### src/rtl/tv80_alu16_seq.sv
// tv80_alu16_seq: runs the 16-bit register-pair arithmetic group
// (ADD/ADC/SBC/SUB rr,rr) as two passes through the 8-bit combinational ALU,
// low byte first, then high byte with the carry and low-byte Z chained in.
//
// state  | meaning
// -------+--------------------------------------------------------------
// S_IDLE | waiting for start; request latched on the accepting edge
// S_LO   | ALU driven with low bytes; low result byte and flags captured
// S_HI   | ALU driven with high bytes; result and f_out updated
// S_DONE | one-cycle done pulse, result/f_out valid
module tv80_alu16_seq #(
    parameter int Flag_C = 0,
    parameter int Flag_N = 1,
    parameter int Flag_P = 2,
    parameter int Flag_X = 3,
    parameter int Flag_H = 4,
    parameter int Flag_Y = 5,
    parameter int Flag_Z = 6,
    parameter int Flag_S = 7
) (
    input  logic        clk,
    input  logic        reset,
    input  logic        start,
    input  logic [1:0]  op,
    input  logic [15:0] opa,
    input  logic [15:0] opb,
    input  logic [7:0]  f_in,
    output logic        busy,
    output logic        done,
    output logic [15:0] result,
    output logic [7:0]  f_out,
    output logic [3:0]  alu_op,
    output logic        alu_arith16,
    output logic        alu_z16,
    output logic [7:0]  alu_busa,
    output logic [7:0]  alu_busb,
    output logic [7:0]  alu_f_in,
    input  logic [7:0]  alu_q,
    input  logic [7:0]  alu_f
);

    // The flag word is produced entirely by the ALU; the positions only have
    // to form a permutation of 0..7 for the chained F register to make sense.
    localparam int FLAG_MAP = (1 << Flag_C) | (1 << Flag_N) | (1 << Flag_P) | (1 << Flag_X)
                            | (1 << Flag_H) | (1 << Flag_Y) | (1 << Flag_Z) | (1 << Flag_S);

    if (FLAG_MAP != 255) begin : g_bad_flag_map
        $error("tv80_alu16_seq: flag positions must be distinct values 0..7");
    end

    localparam logic [1:0] OP_ADD = 2'b00;

    typedef enum logic [1:0] {
        S_IDLE = 2'd0,
        S_LO   = 2'd1,
        S_HI   = 2'd2,
        S_DONE = 2'd3
    } state_t;

    state_t      r_state;
    state_t      w_state_nxt;
    logic [1:0]  r_op;
    logic [15:0] r_opa;
    logic [15:0] r_opb;
    logic [7:0]  r_f_in;
    logic [7:0]  r_q_lo;
    logic [7:0]  r_flag_lo;
    logic        w_is_add;

    assign w_is_add = (r_op == OP_ADD);
    assign busy     = (r_state == S_LO) || (r_state == S_HI);
    assign done     = (r_state == S_DONE);

    // state register
    always_ff @(posedge clk) begin
        if (reset) begin
            r_state <= S_IDLE;
        end else begin
            r_state <= w_state_nxt;
        end
    end

    // next state and ALU drive; ALU inputs are held at zero outside LO/HI
    always_comb begin
        w_state_nxt = r_state;
        alu_op      = 4'b0000;
        alu_arith16 = 1'b0;
        alu_z16     = 1'b0;
        alu_busa    = 8'h00;
        alu_busb    = 8'h00;
        alu_f_in    = 8'h00;
        case (r_state)
            S_IDLE: begin
                if (start) begin
                    w_state_nxt = S_LO;
                end
            end
            S_LO: begin
                w_state_nxt = S_HI;
                alu_busa    = r_opa[7:0];
                alu_busb    = r_opb[7:0];
                alu_f_in    = r_f_in;
                // ADD->ADD, ADC->ADC, SBC->SBC, SUB->SUB (no borrow-in on the low byte)
                alu_op      = {2'b00, r_op[1], r_op[1] ^ r_op[0]};
                alu_arith16 = w_is_add;
            end
            S_HI: begin
                w_state_nxt = S_DONE;
                alu_busa    = r_opa[15:8];
                alu_busb    = r_opb[15:8];
                alu_f_in    = r_flag_lo;
                // high byte always consumes the low-byte carry/borrow
                alu_op      = r_op[1] ? 4'b0011 : 4'b0001;
                alu_arith16 = w_is_add;
                alu_z16     = !w_is_add;
            end
            S_DONE: begin
                w_state_nxt = S_IDLE;
            end
            default: begin
                w_state_nxt = S_IDLE;
            end
        endcase
    end

    // request latch, low-byte capture, and sticky result/flags
    always_ff @(posedge clk) begin
        if (reset) begin
            r_op      <= 2'b00;
            r_opa     <= 16'h0000;
            r_opb     <= 16'h0000;
            r_f_in    <= 8'h00;
            r_q_lo    <= 8'h00;
            r_flag_lo <= 8'h00;
            result    <= 16'h0000;
            f_out     <= 8'h00;
        end else begin
            case (r_state)
                S_IDLE: begin
                    if (start) begin
                        r_op   <= op;
                        r_opa  <= opa;
                        r_opb  <= opb;
                        r_f_in <= f_in;
                    end
                end
                S_LO: begin
                    r_q_lo    <= alu_q;
                    r_flag_lo <= alu_f;
                end
                S_HI: begin
                    result <= {alu_q, r_q_lo};
                    f_out  <= alu_f;
                end
                default: begin
                end
            endcase
        end
    end

endmodule

### config.mk
export PLATFORM = sky130hd
export DESIGN_NAME = tv80_alu16_seq
export DESIGN_NICKNAME = d
export VERILOG_FILES = /design/src/rtl/tv80_alu16_seq.sv
export SDC_FILE = /design/constraint.sdc
export NUM_CORES = 1
export LEC_CHECK = 0
export ABC_AREA = 1
export ABC_CLOCK_PERIOD_IN_PS = 1700
export CAP_MARGIN = 20
export CORE_MARGIN = 2
export CORE_UTILIZATION = 49
export CTS_BUF_LIST = sky130_fd_sc_hd__clkbuf_8
export DETAILED_ROUTE_END_ITERATION = 10
export GPL_ROUTABILITY_DRIVEN = 0
export PLACE_DENSITY = 0.94
export SETUP_SLACK_MARGIN = 0.15
export SYNTH_ARGS = -nofsm -noshare
export SYNTH_HDL_FRONTEND = slang
export SYNTH_SLANG_ARGS = --single-unit
### constraint.sdc
create_clock -name clk -period 1.7 [get_ports clk]
set_input_delay 0.34 -clock clk [delete_from_list [all_inputs] [get_ports clk]]
set_output_delay 0.34 -clock clk [all_outputs]
set_load 0.05 [all_outputs]
Word-level counts from Yosys, hierarchy flattened

Index checks and enable logic that the tools add are counted.

Output and inout port bits: 56
Register bits: 84
Bits of input ports: 61
Word-level logic and storage cells: 29

Bitwise operators: 1
Multiplexer cells: 9
Reduce and logical (&&, ||, !) cells: 6
Equal/unequal tests: 4

Operator list:

| kind               | number |
|---|---|
| $pmux 8 s2         | 3 |
| $pmux 2 s4         | 1 |
| $eq 2x2->1 const B | 2 |
| $logic_not 2->1    | 2 |
| $mux 2             | 2 |
| $pmux 2 s2         | 1 |
| $eq 2x1->1 const B | 1 |
| $mux 1             | 2 |
| $ne 2x2->1 const B | 1 |
| $reduce_and 2->1   | 1 |
| $reduce_or 2->1    | 1 |
| $logic_not 1->1    | 1 |
| $logic_or 1x1->1   | 1 |
| $xor 1x1->1        | 1 |

Logic depth before layout (Yosys ltp)

Gate-level depths: netlist (run 1).

Depth in word-level cells: 3
Depth in mapped cells: 7
Depth with buffers taken out: 6

Worst setup path after synthesis (run 1)

OpenSTA, ideal clock, no wires.

Kind: reg2out
Start point: register r_state[1]
End point: output port alu_busa[0]
Setup slack: -792 ps
Cell stages (with the launch flop): 6
Path buffers: 1
Arrival: 2152 ps
Cell sequence: dfxtp_1 -> inv_1 -> ha_1 -> inv_2 -> buf_2 -> a21oi_1

Cells in the longest elaborated chain, start to end: 2

RTL lines:

| item                                     | RTL line | source |
|---|---|---|
| from (decl)                              | 60       | `state_t r_state;` |
| from (signal assigned)                   | 79       | `r_state <= w_state_nxt;` |
| $eq 2x2->1 or $eq 2x1->1 (tied branches) | 92       | `case (r_state)` |
| $pmux 8 s2 (*)                           | 92       |  |
| to (decl)                                | 35       | `output logic [7:0] alu_busa,` |

Every way passes the cells marked *; elsewhere a longest branch is shown, timed or not.

Worst setup path in the final report (run 1)

Start point: register r_state[1]
End point: output port alu_f_in[2]

Cells in the longest elaborated chain, start to end: 2

RTL lines:

| item                                     | RTL line | source |
|---|---|---|
| $eq 2x2->1 or $eq 2x1->1 (tied branches) | 92       |  |
| $pmux 8 s2 (*)                           | 92       |  |
| to (decl)                                | 37       | `output logic [7:0] alu_f_in,` |

Marks and branches as above.

==> results of run 1 <==
## power breakdown
group	switching [mW]	internal [mW]
clock	0.786	0.721
combinational	3.91	2.33
sequential	0.423	2.52
total	5.12	5.57
## cells in the mapped netlist
cell | count | area, um2
buf_6 | 10 | 112.6
a21oi_1 | 27 | 135.1
dfxtp_1 | 84 | 1682
buf_12 | 4 | 80.08
nand2_2 | 40 | 250.2
o21ai_0 | 24 | 120.1
conb_1 | 1 | 3.750
nand2_8 | 1 | 20.02
nor2_1 | 86 | 322.8
inv_2 | 2 | 7.510
ha_1 | 7 | 87.58
o21ai_1 | 16 | 80.08
inv_1 | 9 | 33.78
nand3_1 | 44 | 220.2
nand2_1 | 56 | 210.2
inv_4 | 2 | 12.51
a21oi_2 | 41 | 359.1
buf_4 | 14 | 105.1
buf_2 | 12 | 60.06
## final cells by class
cell class                      count  share of cell area [%]
Multi-Input combinational cell    344                   37.18
Timing Repair Buffer              140                   28.04
Sequential cell                    84                   27.67
Clock buffer                       10                   2.253
Tap cell                          102                   2.089
Inverter                           13                   1.270
Clock inverter                      6                   1.045
Timing Repair inverter              2                  0.4506
## state kept, by name (all words and copies together) (netlist names)
signal     count
r_flag_lo      8
r_q_lo         8
r_opa         16
result        16
r_f_in         8
r_op           2
r_opb         16
r_state        2
f_out          8
## repair_timing
action / CTS / global route
gates cloned: 4 / 0
gates resized for setup: 48 / 13
buffers inserted: 11 / 1
pin swaps: 22 / 7
endpoints found under the setup margin: 29 / 30
## cell families after synthesis
kind of cell,after synthesis,share of synthesized area [%]
flops,84,43.09
buf+inv,53,10.55
fa+ha+maj,7,2.244
compound gates,108,17.79
other cells,1,0.09609
simple gates,227,26.23
## path summary, 6_finish.rpt
| path | startpoint | endpoint | slack, ns | depth (start not counted) |
|---|---|---|---|---|
| setup / recovery | r_state[1] | alu_f_in[2] | -0.30 | 7 |
| hold / removal | reset | r_state[1] | 0.45 | 4 |
| setup reg to reg | r_state[0] | r_opb[2] | 0.24 | 5 |
| hold reg to reg | r_op[0] | r_op[0] | 0.48 | 2 |
## per-layer routing
metal  part of all wire [%]  track usage (%)  up-vias
met1                     38            35.23     1944
met3                    6.5            6.285       44
li1                       -                -     1794
met5                      0                0        -
met2                     52            53.06      212
met4                    3.5            15.56        0
## per-stage QoR
step | TNS, ns | power (mW) | instance area (um2) | cells
global route | -8.272 | 11.10 | 6108 | 701
global placement | 0 | 7.780 | 5512 | 669
detailed placement | 0 | 7.930 | 5512 | 669
floorplan | -0.007654 | 6.800 | 4272 | 481
finish | -7.481 | 10.69 | 6108 | 701
CTS | -6.460 | 10.37 | 6055 | 700
## worst max-delay path: cells and delay by family, from the launching register on
family / cells / cell delay (ns)
flops: 1 / 0.38
compound gates: 1 / 0.19
simple gates: 1 / 0.05
fa+ha+maj: 1 / 0.18
buf+inv: 4 / 0.50
==> results by group, run 1 <==
Clock network
  – Sink Count: 84
  – CTS Buf Count: 9
  – Hold-fix buffers, CTS: 0
  – Htree depth: 3
  – Root buf cell: clkbuf_8
  – Latest clock arrival within the worst-skew pair: 0.36 ns
  – Clock buffer depth: 2
  – CTS clk-pin slew, worst paths: 0.09 ns
  – CTS tree: yes

Floorplan
  – Row cnt: 32
  – Starting Density: 50.50%
  – Die Y: 93.24 um
  – Io pins: 117
  – Die width: 93.24 um
  – DIE AREA: 8694 um2
  – Core area: 7727 um2

Pwr
  – Power Dens Cells: 1751 nW/um2
  – Worst vdd rail ir drop: 0.0009663 V
  – P_leak: 2.303 nW

Finish
  – P&R area growth vs syn: 56.52%
  – Fill count: 403
  – Share of cells above drive strength 1: 42.07%
  – Commonest non-fill, non-tap cell in the layout: nor2_1
  – Reg area: 1690 um2
  – Most frequent cells in the layout: nor2_1, dfxtp_1, nand2_2, clkdlybuf4s50_1, nand3_1
  – Final nets: 662
  – Diodes inserted: 0
  – Multi-input logic area: 2271 um2
  – Post-Route Utilization: 79.05%

Drt
  – # DRC: 0
  – 1st-pass router iterations: 5
  – Vias/cell: 5.698
  – WL/cell: 18.86 um
  – Vias post-DR: 3994
  – Initial drt markers: 307
  – Final WL: 13220 um
  – Antenna Violating Nets Remaining: 0

STA
  – Worst slew pin tran: 0.5233 ns
  – Hold Vio Cnt, Final: 0
  – Fin. max-slew vios: 0
  – Slew headroom: 65.12%
  – RSZ-0062 raised after global routing: yes
  – Skew final: 0.007223 ns
  – Top achievable clock speed: 500.8 MHz
  – Hold Slack: 0.4509 ns
  – Final worst slack: -0.2968 ns
  – Endpoints failing setup: 29
  – Fin crit period: 1.997 ns
  – Tcrit/Tclk final: 117.5%

Global routing
  – Vias in the first global route: 4137
  – Total GRT Usage: 30.49%
  – First-pass GRT wire length: 20520 um
  – Largest net degree at the start of global routing: 43
  – GRT overflow: 0
  – Initial antenna violation count: 0

Synth
  – Sequential share of the synthesized area: 43.09%
  – Syn avg cell area: 8.130 um2
  – Synth Warn #: 0
  – Synth Cell Area: 3902 um2
  – Cell count after synthesis: 480
  – Netlist cell types: 19
  – Seq cells post-synth: 84

Worst setup path
  – Arrival time at the worst endpoint: 1.66 ns
  – WS Path Type: register to primary output
  – Top fanout value on the critical path: 7
  – CP Launch Type: register
  – Crit end category: primary output
  – CP required: 1.36 ns
  – Critical path cell sequence: inv_6 -> ha_4 -> buf_6 -> buf_16 -> nand2_8 -> a21oi_4 -> buf_12
  – Crit path largest cell delay: 0.38 ns
  – Max stage delay cell, worst path: dfxtp_4

Placement
  – DP HPWL: 7344 um
  – Post-Place Setup Slack: 0.03207 ns
  – IO Port Bufs: 114

Status
  – Status: complete, but fails checks
  – Failing checks: setup timing

Job
  – Max Cap Violations: 0

Worst hold path
  – Hold crit path type: primary input to register
Note: power is estimated with default switching activity, not from simulation.
==> run 2, diff against run 1 <==
--- a/config.mk
+++ b/config.mk
@@ -6,11 +6,12 @@
 export NUM_CORES = 1
 export LEC_CHECK = 0
 export ABC_AREA = 1
-export ABC_CLOCK_PERIOD_IN_PS = 1700
+export ABC_CLOCK_PERIOD_IN_PS = 2000
 export CAP_MARGIN = 20
 export CORE_MARGIN = 2
 export CORE_UTILIZATION = 49
 export CTS_BUF_LIST = sky130_fd_sc_hd__clkbuf_8
+export CTS_CLUSTER_DIAMETER = 200
 export DETAILED_ROUTE_END_ITERATION = 10
 export GPL_ROUTABILITY_DRIVEN = 0
 export PLACE_DENSITY = 0.94
==> constraint.sdc (replaced) <==
create_clock -name clk -period 2 [get_ports clk]
set_input_delay 0.4 -clock clk [delete_from_list [all_inputs] [get_ports clk]]
set_output_delay 0.4 -clock clk [all_outputs]
set_load 0.05 [all_outputs]
==> run 2 against run 1 <==
  * The flow still finishes with violations (setup timing)
  * Clock power is 17% lower
  * First-iteration DRC count is 36% lower
  * Register-to-register slack better by 0.24 ns
  * Worst hold slack better by 0.011 ns
  * Global-route usage is 2.3 points lower
  * Design area is 3.5% lower
  * Non-clock buffer count is 5 lower
  * Sequential power is 16% lower
  * Highest routed layer unchanged
==> results by group, run 2 (synthesis gave the netlist of run 1 again) <==
Worst setup path
  – CP required: 1.60 ns (+0.24 ns)
  – Max stage delay cell, worst path: dfxtp_4
  – Reg2Reg Depth: 5 (unchanged)
  – Crit end category: primary output
  – Top delay family on crit path: flip-flops
  – Crit. path cell count: 5 (-2)
  – CP Launch Type: register
  – Crit path largest cell delay: 0.41 ns (+0.03 ns)
  – Buf/Inv on CP: 3 (-1)
  – Critical path cell sequence: inv_6 -> ha_4 -> inv_12 -> a21oi_4 -> buf_12
  – Top fanout value on the critical path: 25 (+18)
  – WS Path Type: register to primary output
  – Arrival time at the worst endpoint: 1.64 ns (-0.02 ns)

Clock network
  – Htree depth: 3 (unchanged)
  – Hold-fix buffers, CTS: 0 (unchanged)
  – Sink Count: 84 (unchanged)
  – Latest clock arrival within the worst-skew pair: 0.36 ns (about the same)
  – CTS clk-pin slew, worst paths: 0.08 ns (about the same)
  – Clock buffer depth: 2 (unchanged)
  – Root buf cell: clkbuf_8
  – CTS tree: yes
  – CTS Buf Count: 9 (unchanged)

Global routing
  – First-pass GRT wire length: 19150 um (-6.7%)
  – GRT overflow: 0 (unchanged)
  – Largest net degree at the start of global routing: 43 (unchanged)
  – Initial antenna violation count: 0 (unchanged)
  – Total GRT Usage: 28.15% (-2.3 points)
  – Vias in the first global route: 3839 (-7.2%)

Finish
  – Post-Route Utilization: 76.28% (-2.8 points)
  – Design Area, Final: 5894 um2 (-3.5%)
  – Fin cells: 694 (-1.0%)
  – P&R area growth vs syn: 51.04%
  – Largest regs: r_opa: 16 flops, r_opb: 16 flops, result: 16 flops
  – Commonest non-fill, non-tap cell in the layout: nor2_1
  – Share of cells above drive strength 1: 33.11% (-9.0 points)
  – Fill count: 463 (+15%)
  – Diodes inserted: 0 (unchanged)
  – Most frequent cells in the layout: nor2_1, dfxtp_1, clkdlybuf4s50_1, nand2_1, nand2_2
  – Final nets: 655 (-1.1%)

Drt
  – Met2 Wirelength: 6155 um (-11%)
  – Final WL: 12070 um (-8.7%)
  – Met3 wire length: 666 um (-22%)
  – WL/cell: 17.39 um (-7.8%)
  – Vias/cell: 5.468 (-4.0%)
  – DRT met1 WL: 4639 um (-7.6%)
  – Initial drt markers: 198 (-36%)
  – Antenna Violating Nets Remaining: 0 (unchanged)
  – Highest metal used: met4
  – 1st-pass router iterations: 5 (unchanged)
  – # DRC: 0 (unchanged)
  – Vias post-DR: 3795 (-5.0%)

Floorplan
  – Die Y: 93.24 um (unchanged)
  – Row cnt: 32 (unchanged)
  – DIE AREA: 8694 um2 (unchanged)
  – Io pins: 117 (unchanged)
  – Die width: 93.24 um (unchanged)
  – Core area: 7727 um2 (unchanged)
  – Starting Density: 50.50% (unchanged)

STA
  – Skew final: 0.01105 ns (+0.003826 ns)
  – Final worst slack: -0.03720 ns (+0.2596 ns)
  – Worst slew pin tran: 0.5454 ns (+0.02215 ns)
  – Endpoints failing setup: 25 (-14%)
  – Fin crit period: 2.037 ns
  – Fin. max-slew vios: 0 (unchanged)
  – Top achievable clock speed: 490.9 MHz
  – Hold Slack: 0.4622 ns (+0.01140 ns)
  – Tcrit/Tclk final: 101.9%
  – Slew headroom: 63.78% (-1.3 points)
  – RSZ-0062 raised after global routing: yes
  – Hold Vio Cnt, Final: 0 (unchanged)

Status
  – Status: complete, but fails checks
  – Failing checks: setup timing

Pwr
  – Worst vdd rail ir drop: 0.001141 V (+18%)
  – Tot Pwr: 8.415 mW (-21%)
  – Power Dens Cells: 1428 nW/um2 (-18%)
  – P_leak: 2.208 nW (-4.1%)

Job
  – Max Cap Violations: 0 (unchanged)

Worst hold path
  – Hold crit path type: primary input to register
  – Worst Hold Path Cells: 3 (-1)

Placement
  – Placed Cells: 668 (-0.15%)
  – Dpl cell area: 5461 um2 (-0.91%)
  – DP HPWL: 7596 um (+3.4%)
  – IO Port Bufs: 114 (unchanged)
run 2: changes by cell type in the layout (fill, tap and decap cells not counted), sizes merged:
| cell | before | now |
|---|---|---|
| buf | 82 | 51 |
| dlygate4sd2 | 0 | 24 |
| inv | 17 | 14 |
| bufbuf | 0 | 1 |
| clkinv | 2 | 3 |
| clkinvlp | 1 | 2 |
run 2: worst paths after layout:
kind | from | end | slack [ns]
setup / recovery | r_state[0] | alu_busb[6] | -0.04
hold / removal | start | r_f_in[0] | 0.46
setup reg to reg | r_state[0] | r_opb[11] | 0.48
hold reg to reg | r_f_in[5] | r_f_in[5] | 0.47
run 2: layer usage:
metal / vias up / GRT usage, %
met1: 1807 / 32.60
met2: 166 / 46.88
met4: 0 / 18.50
li1: 1772 / -
met5: - / 0
met3: 50 / 5.802
run 2: layout make-up:
cell class / count / area, um2 / area share, %
Clock inverter: 7 / 76.32 / 1.295
Inverter: 13 / 81.33 / 1.380
Sequential cell: 84 / 1689 / 28.66
Clock buffer: 9 / 123.9 / 2.101
Tap cell: 102 / 127.6 / 2.165
Timing Repair Buffer: 135 / 1637 / 27.76
Multi-Input combinational cell: 344 / 2160 / 36.64
run 2: where the power goes:
group	leakage (nW)	total, mW	switching, mW	internal [mW]
combinational	1.42	4.71	3.04	1.67
clock	0.0958	1.25	0.663	0.583
sequential	0.690	2.46	0.316	2.14
total	2.21	8.42	4.02	4.39
run 2: per-stage QoR:
stage	setup slack, ns	TNS (ns)
floorplan	0.1537	0
global placement	0.07532	0
detailed placement	-0.01460	-0.02804
CTS	-0.0007784	-0.0007784
global route	-0.06830	-1.278
finish	-0.03720	-0.3639
run 2: repair_timing:
action	CTS	global route
buffers inserted	5	2
pin swaps	2	7
gates cloned	2	1
endpoints found under the setup margin	52	28
resized for setup	53	9
run 2: worst register-to-register path: cells and delay by family, from the launching register on:
kind,cells,cell delay [ns]
buffers and inverters,1,0.09
AND/OR/NAND/NOR,2,0.51
AO/OA/AOI/OAI,1,0.07
adder cells (fa/ha/maj),1,0.36
flip-flops,1,0.39
